**config.mk**
```make
export PLATFORM = sky130hd
export DESIGN_NAME = multicycle_ctrl_flat
export DESIGN_NICKNAME = d
export VERILOG_FILES = /design/src/rtl/ctrl_pkg.sv /design/src/rtl/multicycle_ctrl_if.sv /design/src/rtl/ctrl_decode.sv /design/src/rtl/multicycle_ctrl.sv /design/src/flat_wrapper.sv
export SDC_FILE = /design/constraint.sdc
export NUM_CORES = 1
export LEC_CHECK = 0
export ABC_AREA = 0
export BUFFER_PORTS_ARGS = -buffer_cell sky130_fd_sc_hd__buf_2
export CAP_MARGIN = 20
export CORE_ASPECT_RATIO = 1.1
export CORE_MARGIN = 1
export CORE_UTILIZATION = 45
export CTS_CLUSTER_DIAMETER = 100
export CTS_CLUSTER_SIZE = 14
export DETAILED_ROUTE_END_ITERATION = 8
export GPL_TIMING_DRIVEN = 0
export PLACE_DENSITY = 0.81
export SLEW_MARGIN = 20
export SYNTH_ARGS = -nofsm -noshare
export SYNTH_HDL_FRONTEND = slang
export SYNTH_HIERARCHICAL = 1
export SYNTH_SLANG_ARGS = --single-unit
```
**constraint.sdc**
```tcl
create_clock -name clk -period 1.4 [get_ports clk]
set_input_delay 0.28 -clock clk [delete_from_list [all_inputs] [get_ports clk]]
set_output_delay 0.28 -clock clk [all_outputs]
set_load 0.01 [all_outputs]
```
**src/rtl/ctrl_pkg.sv**
```systemverilog
`default_nettype none
// ============================================================================
// Module      : ctrl_pkg
// Description : Shared types, default widths and decode tables for the
//               multi-cycle instruction controller.
//               - state_t     : controller FSM states
//               - alu_decode  : {op,inst,immin} -> ALU operation select
//               - ext_decode  : {op,inst}       -> immediate extender select
//               - is_store / is_load / is_writes : instruction classifiers
// Revision    : 1.0 - initial release
// ============================================================================
package ctrl_pkg;

    localparam int OP_W_DEF        = 2;
    localparam int INST_W_DEF      = 2;
    localparam int ALU_W_DEF       = 3;
    localparam int EXT_W_DEF       = 2;
    localparam int MEM_TIMEOUT_DEF = 15;

    localparam int KEY_W     = OP_W_DEF + INST_W_DEF + 1;
    localparam int EXT_KEY_W = OP_W_DEF + INST_W_DEF;

    typedef enum logic [2:0] {
        IDLE   = 3'd0,
        DECODE = 3'd1,
        EXEC   = 3'd2,
        MEM    = 3'd3,
        WB     = 3'd4
    } state_t;

    // ALU select table. op=11 is the register/immediate ALU class, op=10 the
    // memory class (address add for plain load/store), op=01 the compare
    // class. Codes not listed select operation 0.
    function automatic logic [ALU_W_DEF-1:0] alu_decode(input logic [KEY_W-1:0] key);
        logic [ALU_W_DEF-1:0] res;
        case (key)
            5'b11000, 5'b11001: res = 3'd1;
            5'b11010, 5'b11011: res = 3'd2;
            5'b11100, 5'b11101: res = 3'd3;
            5'b11110, 5'b11111: res = 3'd4;
            5'b10000, 5'b10010: res = 3'd1;
            5'b10001, 5'b10011: res = 3'd5;
            5'b10100, 5'b10101: res = 3'd6;
            5'b01000, 5'b01010: res = 3'd2;
            5'b01001:           res = 3'd7;
            default:            res = 3'd0;
        endcase
        return res;
    endfunction

    // Extender select table; unlisted codes select 0.
    function automatic logic [EXT_W_DEF-1:0] ext_decode(input logic [EXT_KEY_W-1:0] key);
        logic [EXT_W_DEF-1:0] res;
        case (key)
            4'b1000, 4'b1001: res = 2'd1;
            4'b1010:          res = 2'd2;
            4'b1100:          res = 2'd2;
            4'b1110:          res = 2'd3;
            4'b0100, 4'b0101: res = 2'd3;
            default:          res = 2'd0;
        endcase
        return res;
    endfunction

    function automatic logic is_store(input logic [1:0] op, input logic [1:0] inst,
                                      input logic immin);
        return (op == 2'b10) && (inst == 2'b00) && !immin;
    endfunction

    function automatic logic is_load(input logic [1:0] op, input logic [1:0] inst,
                                     input logic immin);
        return (op == 2'b10) && (inst == 2'b01) && !immin;
    endfunction

    function automatic logic is_writes(input logic [1:0] op, input logic [1:0] inst,
                                       input logic immin);
        return (op == 2'b11) ||
               ((op == 2'b10) && (inst != 2'b11) && !is_store(op, inst, immin));
    endfunction

endpackage
`default_nettype wire

```
**src/rtl/multicycle_ctrl_if.sv**
```systemverilog
`default_nettype none
// ============================================================================
// Module      : multicycle_ctrl_if
// Description : Instruction handshake, flush and memory/control bus of the
//               multi-cycle controller.
//               master : instruction source / memory side (drives
//                        instr_valid, op, inst, immin, flush, mem_ack)
//               slave  : the controller (drives instr_ready, strobes,
//                        alu_ins, ext_sel, busy, timeout_err)
// Revision    : 1.0 - initial release
// ============================================================================
interface multicycle_ctrl_if #(
    parameter int OP_W   = 2,
    parameter int INST_W = 2,
    parameter int ALU_W  = 3,
    parameter int EXT_W  = 2
);
    logic              instr_valid;
    logic              instr_ready;
    logic [OP_W-1:0]   op;
    logic [INST_W-1:0] inst;
    logic              immin;
    logic              flush;
    logic              mem_ack;
    logic              mem_req;
    logic              wmem;
    logic              rmem;
    logic              wreg;
    logic              immout;
    logic [ALU_W-1:0]  alu_ins;
    logic [EXT_W-1:0]  ext_sel;
    logic              busy;
    logic              timeout_err;

    modport master (
        output instr_valid, op, inst, immin, flush, mem_ack,
        input  instr_ready, mem_req, wmem, rmem, wreg, immout,
               alu_ins, ext_sel, busy, timeout_err
    );

    modport slave (
        input  instr_valid, op, inst, immin, flush, mem_ack,
        output instr_ready, mem_req, wmem, rmem, wreg, immout,
               alu_ins, ext_sel, busy, timeout_err
    );
endinterface
`default_nettype wire

```
**src/rtl/ctrl_decode.sv**
```systemverilog
`default_nettype none
// ============================================================================
// Module      : ctrl_decode
// Description : Combinational instruction classifier / control decoder.
//               i_op, i_inst, i_immin : raw instruction fields
//               o_store, o_load, o_writes : instruction class flags
//               o_alu : ALU operation select, o_ext : extender select
// Revision    : 1.0 - initial release
// ============================================================================
module ctrl_decode
    import ctrl_pkg::*;
#(
    parameter int OP_W   = OP_W_DEF,
    parameter int INST_W = INST_W_DEF,
    parameter int ALU_W  = ALU_W_DEF,
    parameter int EXT_W  = EXT_W_DEF
) (
    input  logic [OP_W-1:0]   i_op,
    input  logic [INST_W-1:0] i_inst,
    input  logic              i_immin,
    output logic              o_store,
    output logic              o_load,
    output logic              o_writes,
    output logic [ALU_W-1:0]  o_alu,
    output logic [EXT_W-1:0]  o_ext
);

    // The tables are defined on the default 2-bit fields.
    logic [1:0] w_op2;
    logic [1:0] w_inst2;

    assign w_op2   = 2'(i_op);
    assign w_inst2 = 2'(i_inst);

    assign o_store  = is_store(w_op2, w_inst2, i_immin);
    assign o_load   = is_load(w_op2, w_inst2, i_immin);
    assign o_writes = is_writes(w_op2, w_inst2, i_immin);
    assign o_alu    = ALU_W'(alu_decode({w_op2, w_inst2, i_immin}));
    assign o_ext    = EXT_W'(ext_decode({w_op2, w_inst2}));

endmodule
`default_nettype wire

```
**src/rtl/multicycle_ctrl.sv**
```systemverilog
`default_nettype none
// ============================================================================
// Module      : multicycle_ctrl
// Description : Registered multi-cycle instruction controller. Accepts one
//               {op, inst, immin} per transaction and walks it through
//               DECODE -> EXEC -> (MEM) -> (WB), driving one stage's
//               enables at a time.
//               clk, rst : clock, synchronous active-high reset
//               bus      : multicycle_ctrl_if.slave (handshake, flush,
//                          memory ack/request, control strobes, status)
// Revision    : 1.0 - initial release
// ============================================================================
module multicycle_ctrl
    import ctrl_pkg::*;
#(
    parameter int OP_W        = OP_W_DEF,
    parameter int INST_W      = INST_W_DEF,
    parameter int ALU_W       = ALU_W_DEF,
    parameter int EXT_W       = EXT_W_DEF,
    parameter int MEM_TIMEOUT = MEM_TIMEOUT_DEF
) (
    input  logic               clk,
    input  logic               rst,
    multicycle_ctrl_if.slave   bus
);

    localparam int CNT_W = (MEM_TIMEOUT > 0) ? $clog2(MEM_TIMEOUT + 1) : 1;

    state_t            r_state;
    state_t            w_next;

    logic [OP_W-1:0]   r_op;
    logic [INST_W-1:0] r_inst;
    logic              r_imm;
    logic              r_store;
    logic              r_load;
    logic              r_writes;
    logic [ALU_W-1:0]  r_alu;
    logic [EXT_W-1:0]  r_ext;
    logic [CNT_W-1:0]  r_wait;
    logic              r_to_err;

    logic              w_store;
    logic              w_load;
    logic              w_writes;
    logic [ALU_W-1:0]  w_alu;
    logic [EXT_W-1:0]  w_ext;
    logic              w_accept;
    logic              w_to_hit;
    logic              w_timeout;

    logic              w_ready;
    logic              w_busy;
    logic              w_mem_req;
    logic              w_wmem;
    logic              w_rmem;
    logic              w_wreg;
    logic [ALU_W-1:0]  w_alu_out;
    logic [EXT_W-1:0]  w_ext_out;

    // Decoding runs on the latched fields during DECODE and is captured at
    // the end of that cycle, so every control output comes from a register.
    ctrl_decode #(
        .OP_W   (OP_W),
        .INST_W (INST_W),
        .ALU_W  (ALU_W),
        .EXT_W  (EXT_W)
    ) u_decode (
        .i_op     (r_op),
        .i_inst   (r_inst),
        .i_immin  (r_imm),
        .o_store  (w_store),
        .o_load   (w_load),
        .o_writes (w_writes),
        .o_alu    (w_alu),
        .o_ext    (w_ext)
    );

    // A flush in IDLE refuses the instruction even though instr_ready is up.
    assign w_accept = (r_state == IDLE) && bus.instr_valid && !bus.flush;

    // The counter holds the number of completed ack-less MEM cycles, so the
    // limit is hit on the MEM_TIMEOUT-th waiting cycle.
    generate
        if (MEM_TIMEOUT > 0) begin : g_timeout_on
            assign w_to_hit = (r_wait == CNT_W'(MEM_TIMEOUT - 1));
        end else begin : g_timeout_off
            assign w_to_hit = 1'b0;
        end
    endgenerate

    // An ack in the same cycle wins over the timeout; a flush wins over both.
    assign w_timeout = (r_state == MEM) && !bus.mem_ack && !bus.flush && w_to_hit;

    // ---------------------------------------------------------------- state
    always_ff @(posedge clk) begin
        if (rst) begin
            r_state <= IDLE;
        end else begin
            r_state <= w_next;
        end
    end

    // ----------------------------------------------------------- next state
    always_comb begin
        w_next = r_state;
        if (bus.flush) begin
            w_next = IDLE;
        end else begin
            case (r_state)
                IDLE:   w_next = w_accept ? DECODE : IDLE;
                DECODE: w_next = EXEC;
                EXEC: begin
                    if (r_store || r_load) begin
                        w_next = MEM;
                    end else if (r_writes) begin
                        w_next = WB;
                    end else begin
                        w_next = IDLE;
                    end
                end
                MEM: begin
                    if (bus.mem_ack) begin
                        w_next = r_load ? WB : IDLE;
                    end else if (w_timeout) begin
                        w_next = IDLE;
                    end
                end
                WB:      w_next = IDLE;
                default: w_next = IDLE;
            endcase
        end
    end

    // -------------------------------------------------------------- outputs
    always_comb begin
        w_ready   = 1'b0;
        w_busy    = 1'b1;
        w_mem_req = 1'b0;
        w_wmem    = 1'b0;
        w_rmem    = 1'b0;
        w_wreg    = 1'b0;
        w_alu_out = '0;
        w_ext_out = '0;
        case (r_state)
            IDLE: begin
                w_ready = 1'b1;
                w_busy  = 1'b0;
            end
            DECODE: begin
            end
            EXEC: begin
                w_alu_out = r_alu;
                w_ext_out = r_ext;
            end
            MEM: begin
                w_mem_req = 1'b1;
                w_wmem    = r_store;
                w_rmem    = r_load;
                w_alu_out = r_alu;
                w_ext_out = r_ext;
            end
            WB: begin
                w_wreg    = 1'b1;
                w_alu_out = r_alu;
                w_ext_out = r_ext;
            end
            default: begin
                w_ready = 1'b1;
                w_busy  = 1'b0;
            end
        endcase
    end

    // ------------------------------------------------ instruction latches
    always_ff @(posedge clk) begin
        if (rst) begin
            r_op     <= '0;
            r_inst   <= '0;
            r_imm    <= 1'b0;
            r_store  <= 1'b0;
            r_load   <= 1'b0;
            r_writes <= 1'b0;
            r_alu    <= '0;
            r_ext    <= '0;
        end else begin
            if (w_accept) begin
                r_op   <= bus.op;
                r_inst <= bus.inst;
                r_imm  <= bus.immin;
            end
            if (r_state == DECODE) begin
                r_store  <= w_store;
                r_load   <= w_load;
                r_writes <= w_writes;
                r_alu    <= w_alu;
                r_ext    <= w_ext;
            end
        end
    end

    // ------------------------------------------------ memory wait counter
    always_ff @(posedge clk) begin
        if (rst || (r_state != MEM)) begin
            r_wait <= '0;
        end else if (!bus.mem_ack) begin
            r_wait <= r_wait + 1'b1;
        end
    end

    always_ff @(posedge clk) begin
        if (rst) begin
            r_to_err <= 1'b0;
        end else begin
            r_to_err <= w_timeout;
        end
    end

    assign bus.instr_ready = w_ready;
    assign bus.busy        = w_busy;
    assign bus.mem_req     = w_mem_req;
    assign bus.wmem        = w_wmem;
    assign bus.rmem        = w_rmem;
    assign bus.wreg        = w_wreg;
    assign bus.immout      = r_imm;
    assign bus.alu_ins     = w_alu_out;
    assign bus.ext_sel     = w_ext_out;
    assign bus.timeout_err = r_to_err;

endmodule
`default_nettype wire
```
**src/flat_wrapper.sv**
```systemverilog
// flat-port wrapper written by rule: the top's interface ports become plain ports
module multicycle_ctrl_flat import ctrl_pkg::*;
#(
    parameter int OP_W        = OP_W_DEF,
    parameter int INST_W      = INST_W_DEF,
    parameter int ALU_W       = ALU_W_DEF,
    parameter int EXT_W       = EXT_W_DEF,
    parameter int MEM_TIMEOUT = MEM_TIMEOUT_DEF
)
  (clk, rst, bus_instr_valid, bus_op, bus_inst, bus_immin, bus_flush, bus_mem_ack, bus_instr_ready, bus_mem_req, bus_wmem, bus_rmem, bus_wreg, bus_immout, bus_alu_ins, bus_ext_sel, bus_busy, bus_timeout_err);
  multicycle_ctrl_if #(.OP_W(OP_W), .INST_W(INST_W), .ALU_W(ALU_W), .EXT_W(EXT_W)) bus_i ();
  input  logic clk;
  input  logic rst;
  input wire logic [$bits(bus_i.instr_valid)-1:0] bus_instr_valid;
  input wire logic [$bits(bus_i.op)-1:0] bus_op;
  input wire logic [$bits(bus_i.inst)-1:0] bus_inst;
  input wire logic [$bits(bus_i.immin)-1:0] bus_immin;
  input wire logic [$bits(bus_i.flush)-1:0] bus_flush;
  input wire logic [$bits(bus_i.mem_ack)-1:0] bus_mem_ack;
  output wire logic [$bits(bus_i.instr_ready)-1:0] bus_instr_ready;
  output wire logic [$bits(bus_i.mem_req)-1:0] bus_mem_req;
  output wire logic [$bits(bus_i.wmem)-1:0] bus_wmem;
  output wire logic [$bits(bus_i.rmem)-1:0] bus_rmem;
  output wire logic [$bits(bus_i.wreg)-1:0] bus_wreg;
  output wire logic [$bits(bus_i.immout)-1:0] bus_immout;
  output wire logic [$bits(bus_i.alu_ins)-1:0] bus_alu_ins;
  output wire logic [$bits(bus_i.ext_sel)-1:0] bus_ext_sel;
  output wire logic [$bits(bus_i.busy)-1:0] bus_busy;
  output wire logic [$bits(bus_i.timeout_err)-1:0] bus_timeout_err;
  assign bus_i.instr_valid = bus_instr_valid;
  assign bus_i.op = bus_op;
  assign bus_i.inst = bus_inst;
  assign bus_i.immin = bus_immin;
  assign bus_i.flush = bus_flush;
  assign bus_i.mem_ack = bus_mem_ack;
  assign bus_instr_ready = bus_i.instr_ready;
  assign bus_mem_req = bus_i.mem_req;
  assign bus_wmem = bus_i.wmem;
  assign bus_rmem = bus_i.rmem;
  assign bus_wreg = bus_i.wreg;
  assign bus_immout = bus_i.immout;
  assign bus_alu_ins = bus_i.alu_ins;
  assign bus_ext_sel = bus_i.ext_sel;
  assign bus_busy = bus_i.busy;
  assign bus_timeout_err = bus_i.timeout_err;
  multicycle_ctrl #(.OP_W(OP_W), .INST_W(INST_W), .ALU_W(ALU_W), .EXT_W(EXT_W), .MEM_TIMEOUT(MEM_TIMEOUT)) u_core (.clk(clk), .rst(rst), .bus(bus_i));
endmodule
```
==> impl_metrics.tcl, run 1 <==
set metrics [dict create \
    p_per_area_nw_per_um2 654 \
    hpwl_um 1770 \
    worst-path-stages 5 \
    numCtsBuffers 3 \
    slowest_delay_ns 0.38 \
    drv_slew 0 \
    die_width_um 50.0 \
    htree_levels 1 \
    outcome "complete, but fails checks" \
    yosysTopAreaCell "dfxtp_1" \
    synth_top_family_by_area "simple AND/OR/NAND/NOR gates" \
    core_um2 2320 \
    clk_pin_slew_ns 0.12 \
    crit_path_top_delay_cell "dfxtp_4" \
    ys_types 38 \
    hold_violations 0 \
    postRouteAntennaNets 0 \
    cts_root_buf "clkbuf_4" \
    syn_area_per_cell_um2 8.50 \
    slew_headroom_pct 68.8 \
    fin_skew_ns 0.00220 \
    place_congestion 0.791 \
    crit_path_cell_trace "buf_6, nor3b_4, a21oi_4, and2_4, buf_6" \
    n_antenna_cell 0 \
    drv_cap 0 \
    hold_buffers 0 \
    yosys.area_share.simple_pct 25.7 \
    fp.dieH_um 54.8 \
    design_area_um2 1660 \
    synthFlopType "dfxtp_1" \
    setup_viol 18 \
    critPathRequiredTime_ns 1.12 \
    failed_checks "negative setup slack" \
    ff2ff_path_depth 5 \
    tritoncts "done" \
    peakVddDrop_mv 0.846 \
    hp-class "in2reg" \
    crit_fanout 7 \
    synth_top_area_share_pct 36.9 \
    critPathTopFamily "simple AND/OR/NAND/NOR gates" \
    end_kind "output port" \
    num_rows 18 \
    synth_xor_area_share_pct 2.31 \
    synth_edf_count 0 \
    grt_pass1_vias 1006 \
    ys_seq_area_share_pct 36.9 \
    path_common_cell "buf_6" \
    areaGrowthSynthToFinish_pct 45.8 \
    start_util_pct 49.1 \
    dieArea_um2 2740 \
    postSynthCellCount 134 \
    rsz0062_at_grt "true" \
    viasPerCell 5.65 \
    wl_per_cell_um 15.7 \
    route.vias.total 1192 \
    synthTopCellsByCount "dfxtp_1, a21oi_1, nor2_1" \
    synthTopCellsByArea "dfxtp_1, mux2i_1, ha_1, a21oi_1, nor2_1" \
    clk_latency_ns 0.30 \
    yosysMostFrequentCell "dfxtp_1" \
    synth.cell_area_um2 1140 \
    synth_compound_area_share_pct 15.3 \
    worstSetupPathType "reg2out" \
    yosysWarnings 6 \
    final_util_pct 71.6 \
    port_buffers 20 \
    worstPathArrival_ns 1.41 \
    cp_num_buf_inv 2 \
    fmax_mhz 593 \
    syn-num-nets 150 \
    fin_crit_ns 1.69 \
    whs_path_depth 3 \
    ys_ff_latch 21 \
    fin_ws_ns -0.287 \
    grt_max_degree 13 \
    async_flop_share_pct 0 \
    synth.area.mux_share_pct 7.03 \
    grt-ovfl-total 0 \
    worstSetupStartpointType "register" \
    grt_usage_pct 22.7 \
    totalWireLength_um 3310 \
    cts_sinks 21 \
    cts_buffer_depth 2 \
    route.detailed.drc 0 \
    p_leak_uw 0.000742 \
    drive_gt1_share_pct 45.9 \
    dr.pass1.iters 5 \
    detail_route.iter0.violations 32 \
    io_pins 23 \
    dpl_cell_area_um2 1300 \
    antenna_found_initial 0 \
    nNetsFinal 198 \
    grt_first_pass_wirelength_um 4620 \
    fin_crit_sh_pct 120 \
    tightest_slew_ns 0.469 \
    synthAdderAreaFrac_pct 6.59 \
]
-- logic make-up after synthesis --
family                     count (synthesis)
muxes                                      8
and+or+nand+nor                           50
buffers and inverters                     16
AOI/OAI and AO/OA                         30
xor gates and xnor gates                   3
adders and majority gates                  6
DFF                                       21
-- sequential cells by signal (all words and copies together), names as in the netlist --
register                cells
u_core/r_store              1
u_core/bus.timeout_err      1
u_core/r_wait               4
u_core/r_load               1
u_core/r_op                 2
u_core/bus.immout           1
u_core/r_alu                3
u_core/r_state              3
u_core/r_inst               2
u_core/r_writes             1
u_core/r_ext                2
-- placed cells by master, fill, tap and decap left out, types with 4 or more instances in the layout --
cell type,netlist,routed
buf_2,2,17
buf_4,0,16
dfxtp_1,21,15
buf_6,1,13
nor2_1,12,11
inv_1,9,8
mux2i_1,8,8
a21oi_1,13,8
nor2b_1,6,6
nand3_1,6,6
nor3_1,5,5
o21ai_2,0,5
dfxtp_4,0,5
a21oi_2,0,4
ha_1,6,4
-- metrics by stage --
step	total power (µW)	TNS [ns]	hold WS (ns)	worst slack, ns	instances
floorplan	714	0	0.411	0.00751	134
global placement	745	-0.246	0.464	-0.128	184
detailed placement	751	-0.595	0.462	-0.152	184
CTS	1050	-3.11	0.209	-0.343	202
global route	1140	-4.52	0.203	-0.344	211
finish	1090	-3.48	0.216	-0.287	211
-- final cells by class --
| type | instances | area [µm²] |
|---|---|---|
| Multi-Input combinational cell | 97 | 754 |
| Timing Repair Buffer | 45 | 340 |
| Clock buffer | 3 | 22.5 |
| Tap cell | 30 | 37.5 |
| Fill cell | 175 | 659 |
| Clock inverter | 1 | 5.00 |
| Sequential cell | 21 | 440 |
| Inverter | 10 | 37.5 |
| Buffer | 4 | 22.5 |
-- worst paths after layout --
check | to | start | slack (ns)
setup reg to reg | u_core/r_op[0]$_SDFFE_PP0P_ | u_core/r_state[0]$_SDFFE_PP0P_ | -0.15
hold / removal | u_core/r_op[1]$_SDFFE_PP0P_ | bus_op[1] | 0.22
setup / recovery | bus_instr_ready | u_core/r_state[1]$_SDFFE_PP0P_ | -0.29
hold reg to reg | u_core/r_alu[1]$_SDFFE_PP0N_ | u_core/r_alu[1]$_SDFFE_PP0N_ | 0.50
-- tightest hold or removal path: stages --
cell and delay, ns:
buf_2 0.10, nand3_1 0.05, a21oi_1 0.05
-- metal layers --
metal  vias up  global-route usage, %  part of all wire, %
met2        39                   40.3                   55
met5         -                      0                    0
met3         4                   4.72                  4.7
met1       580                   27.4                   39
li1        569                      -                    -
met4         0                   7.62                  1.3
-- power breakdown --
part	total, µW	internal, µW	switching [µW]
clock network	298	107	192
logic	176	80.4	95.4
registers	611	599	11.8
total	1090	786	299
-- what timing repair did --
action | CTS | global route
resized for setup | 25 | 25
setup buffers | 15 | 10
endpoints found under the setup margin | 20 | 22
pin swaps | 7 | 14
gates cloned | 0 | 0
No activity file was read; power rests on OpenSTA's default activity.
==> run 2, diff against run 1 <==
--- a/config.mk
+++ b/config.mk
@@ -5,7 +5,7 @@
 export SDC_FILE = /design/constraint.sdc
 export NUM_CORES = 1
 export LEC_CHECK = 0
-export ABC_AREA = 0
+export ABC_AREA = 1
 export BUFFER_PORTS_ARGS = -buffer_cell sky130_fd_sc_hd__buf_2
 export CAP_MARGIN = 20
 export CORE_ASPECT_RATIO = 1.1
@@ -15,7 +15,7 @@
 export CTS_CLUSTER_SIZE = 14
 export DETAILED_ROUTE_END_ITERATION = 8
 export GPL_TIMING_DRIVEN = 0
-export PLACE_DENSITY = 0.81
+export PLACE_DENSITY = 0.7
 export SLEW_MARGIN = 20
 export SYNTH_ARGS = -nofsm -noshare
 export SYNTH_HDL_FRONTEND = slang
==> impl_metrics.tcl, run 2 <==
set metrics [dict create \
    crit_fanout 5 \
    synthFlopType "dfxtp_1" \
    whs_path_depth 2 \
    n_antenna_cell 0 \
    synthTopCellsByCount "nand2_1, inv_1, dfxtp_1" \
    multi_input_area_um2 666 \
    place_ws_ns -0.124 \
    final_util_pct 59.5 \
    drv_slew 0 \
    fin_crit_sh_pct 108 \
    nFillCells 241 \
    fin_skew_ns 0.00172 \
    seqPwrFrac_pct 59.3 \
    p_leak_uw 0.000712 \
    hpwl_um 1860 \
    cts_root_buf "clkbuf_4" \
    synthTopCellsByArea "dfxtp_1, nand2_1, inv_1, a21oi_1, ha_1" \
    rr_startpoint "u_core/r_inst[0]$_SDFFE_PP0P_" \
    fin_crit_ns 1.51 \
    place_congestion 0.838 \
    outcome "complete, but fails checks" \
    netSwitchingPower_uw 278 \
    hold_violations 0 \
    viasPerCell 5.03 \
    reg.largest.list "u_core/r_wait x4, u_core/r_alu x3, u_core/r_state x3" \
    end_kind "output port" \
    clk_pin_slew_ns 0.11 \
    fin_ws_ns -0.114 \
    postSynthCellCount 174 \
    postRouteAntennaNets 0 \
    detail_route.iter0.violations 28 \
    tightest_slew_ns 0.249 \
    route.detailed.drc 0 \
    cts_buffer_depth 2 \
    r2r-end "u_core/r_ext[1]$_SDFFE_PP0N_" \
    combPwrFrac_pct 13.1 \
    antenna_found_initial 0 \
    drv_cap 0 \
    grt-ovfl-total 0 \
    htree_levels 1 \
    yosysWarnings 6 \
    ys_ff_latch 21 \
    ys_types 22 \
    holdCritStartpoint "rst" \
    largest_reg_flops 4 \
    worstPathArrival_ns 1.23 \
    critPathRequiredTime_ns 1.12 \
    totalWireLength_um 2650 \
    slew_headroom_pct 83.2 \
    die_width_um 50.9 \
    grt_pass1_vias 1086 \
    setup_viol 10 \
    holdWs_ns 0.219 \
    grt_max_degree 12 \
    clk_latency_ns 0.30 \
    hp-class "in2reg" \
    clock_power_share_pct 27.6 \
    peakVddDrop_mv 0.403 \
    hold_end "u_core/r_inst[1]$_SDFFE_PP0P_" \
    wl_per_cell_um 11.1 \
    regMostFlops "u_core/r_wait" \
    tritoncts "done" \
    num_rows 19 \
    finalNonFillerCells 239 \
    hold_buffers 0 \
    dr.pass1.iters 4 \
    async_flop_share_pct 0 \
    layout_common_cells "nand2_1, inv_1, buf_2" \
    route.vias.total 1203 \
    grt_first_pass_wirelength_um 4470 \
    synth.cell_area_um2 1180 \
    synth_top_area_share_pct 35.5 \
    yosysTopAreaCell "dfxtp_1" \
    io_pins 23 \
    fmax_mhz 661 \
    regArea_um2 437 \
    synth_edf_count 0 \
    port_buffers 22 \
    power.internal_uw 771 \
    grt_usage_pct 20.2 \
    layout_commonest_cell "nand2_1" \
    worstSetupStartpointType "register" \
    ys_seq_area_share_pct 35.5 \
    worstSetupPathType "reg2out" \
    p_per_area_nw_per_um2 706 \
    swShare_pct 26.5 \
    dieArea_um2 2840 \
    failed_checks "negative setup slack" \
    yosysMostFrequentCell "nand2_1" \
    drive_gt1_share_pct 33.2 \
    areaGrowthSynthToFinish_pct 25.5 \
    dp_cells 227 \
    r2r_setup_slack_ns 0.08 \
    nNetsFinal 225 \
    syn-num-nets 190 \
    rsz0062_at_grt "true" \
    ff2ff_path_depth 8 \
    cts_sinks 21 \
    fp.dieH_um 55.8 \
    numCtsBuffers 3 \
    core_um2 2500 \
    syn_area_per_cell_um2 6.80 \
    start_util_pct 47.4 \
]
## run 2: cells by family after synthesis
kind of cell / synth area share [%]
simple gates: 34.7
fa+ha+maj: 6.34
xor+xnor: 0.740
buf+inv: 11.7
flops: 35.5
compound gates: 11.0
## run 2: routing by layer
layer / track usage [%] / vias to the layer above / routed length (µm)
li1: - / 618 / -
met1: 23.4 / 555 / 1130
met2: 35.9 / 26 / 1380
met3: 3.83 / 4 / 107
met4: 7.54 / 0 / 31
met5: 0 / - / 0
## run 2: per-stage QoR
| stage | instance area, µm² | power [µW] | TNS (ns) |
|---|---|---|---|
| 2_1_floorplan | 1180 | 718 | 0 |
| 3_3_place_gp | 1330 | 757 | -0.428 |
| 3_5_place_dp | 1330 | 762 | -0.667 |
| 4_1_cts | 1450 | 1050 | -0.810 |
| 5_1_grt | 1490 | 1100 | -1.61 |
| 6_report | 1490 | 1050 | -0.874 |
## run 2: area by class of cell
class                      instances  share of cell area [%]
multi-input combinational        118                    44.8
sequential                        21                    29.4
timing repair buffer              30                    11.7
inverter                          34                    8.93
tap                               31                    2.61
clock buffer                       4                    1.77
buffer                             1                   0.758
## run 2: power by group through the flow
| stage | clock network [µW] | logic [µW] | registers [µW] |
|---|---|---|---|
| after floorplan | 0 | 79.9 | 638 |
| after global placement | 0 | 117 | 640 |
| after detailed placement | 0 | 121 | 641 |
| after CTS | 297 | 130 | 621 |
| after global routing | 320 | 154 | 624 |
| final | 290 | 137 | 622 |
## run 2: what timing repair did
action,4_1_cts,5_1_grt
setup endpoints to repair,13,13
gates resized for setup,25,7
buffers inserted,6,2
pin swaps,6,7
## run 2: critical path, stage by stage (launching register included)
cell and delay [ns]:
dfxtp_4 0.40, inv_4 0.06, nor2_4 0.09, inv_2 0.05
nand2_4 0.08, inv_4 0.05, nor2_1 0.08, buf_2 0.13
## run 2: worst max-delay path by stage
stage / cells past startpoint / start / endpoint
after global routing: 7 / u_core/r_state[1]$_SDFFE_PP0P_ / bus_alu_ins[1]
after CTS: 7 / u_core/r_state[1]$_SDFFE_PP0P_ / bus_alu_ins[1]
after floorplan: 8 / u_core/r_inst[1]$_SDFFE_PP0P_ / u_core/r_ext[1]$_SDFFE_PP0N_
after detailed placement: 8 / u_core/r_inst[1]$_SDFFE_PP0P_ / u_core/r_ext[0]$_SDFFE_PP0N_
final: 7 / u_core/r_state[1]$_SDFFE_PP0P_ / bus_ext_sel[0]
after global placement: 8 / u_core/r_inst[1]$_SDFFE_PP0P_ / u_core/r_ext[0]$_SDFFE_PP0N_
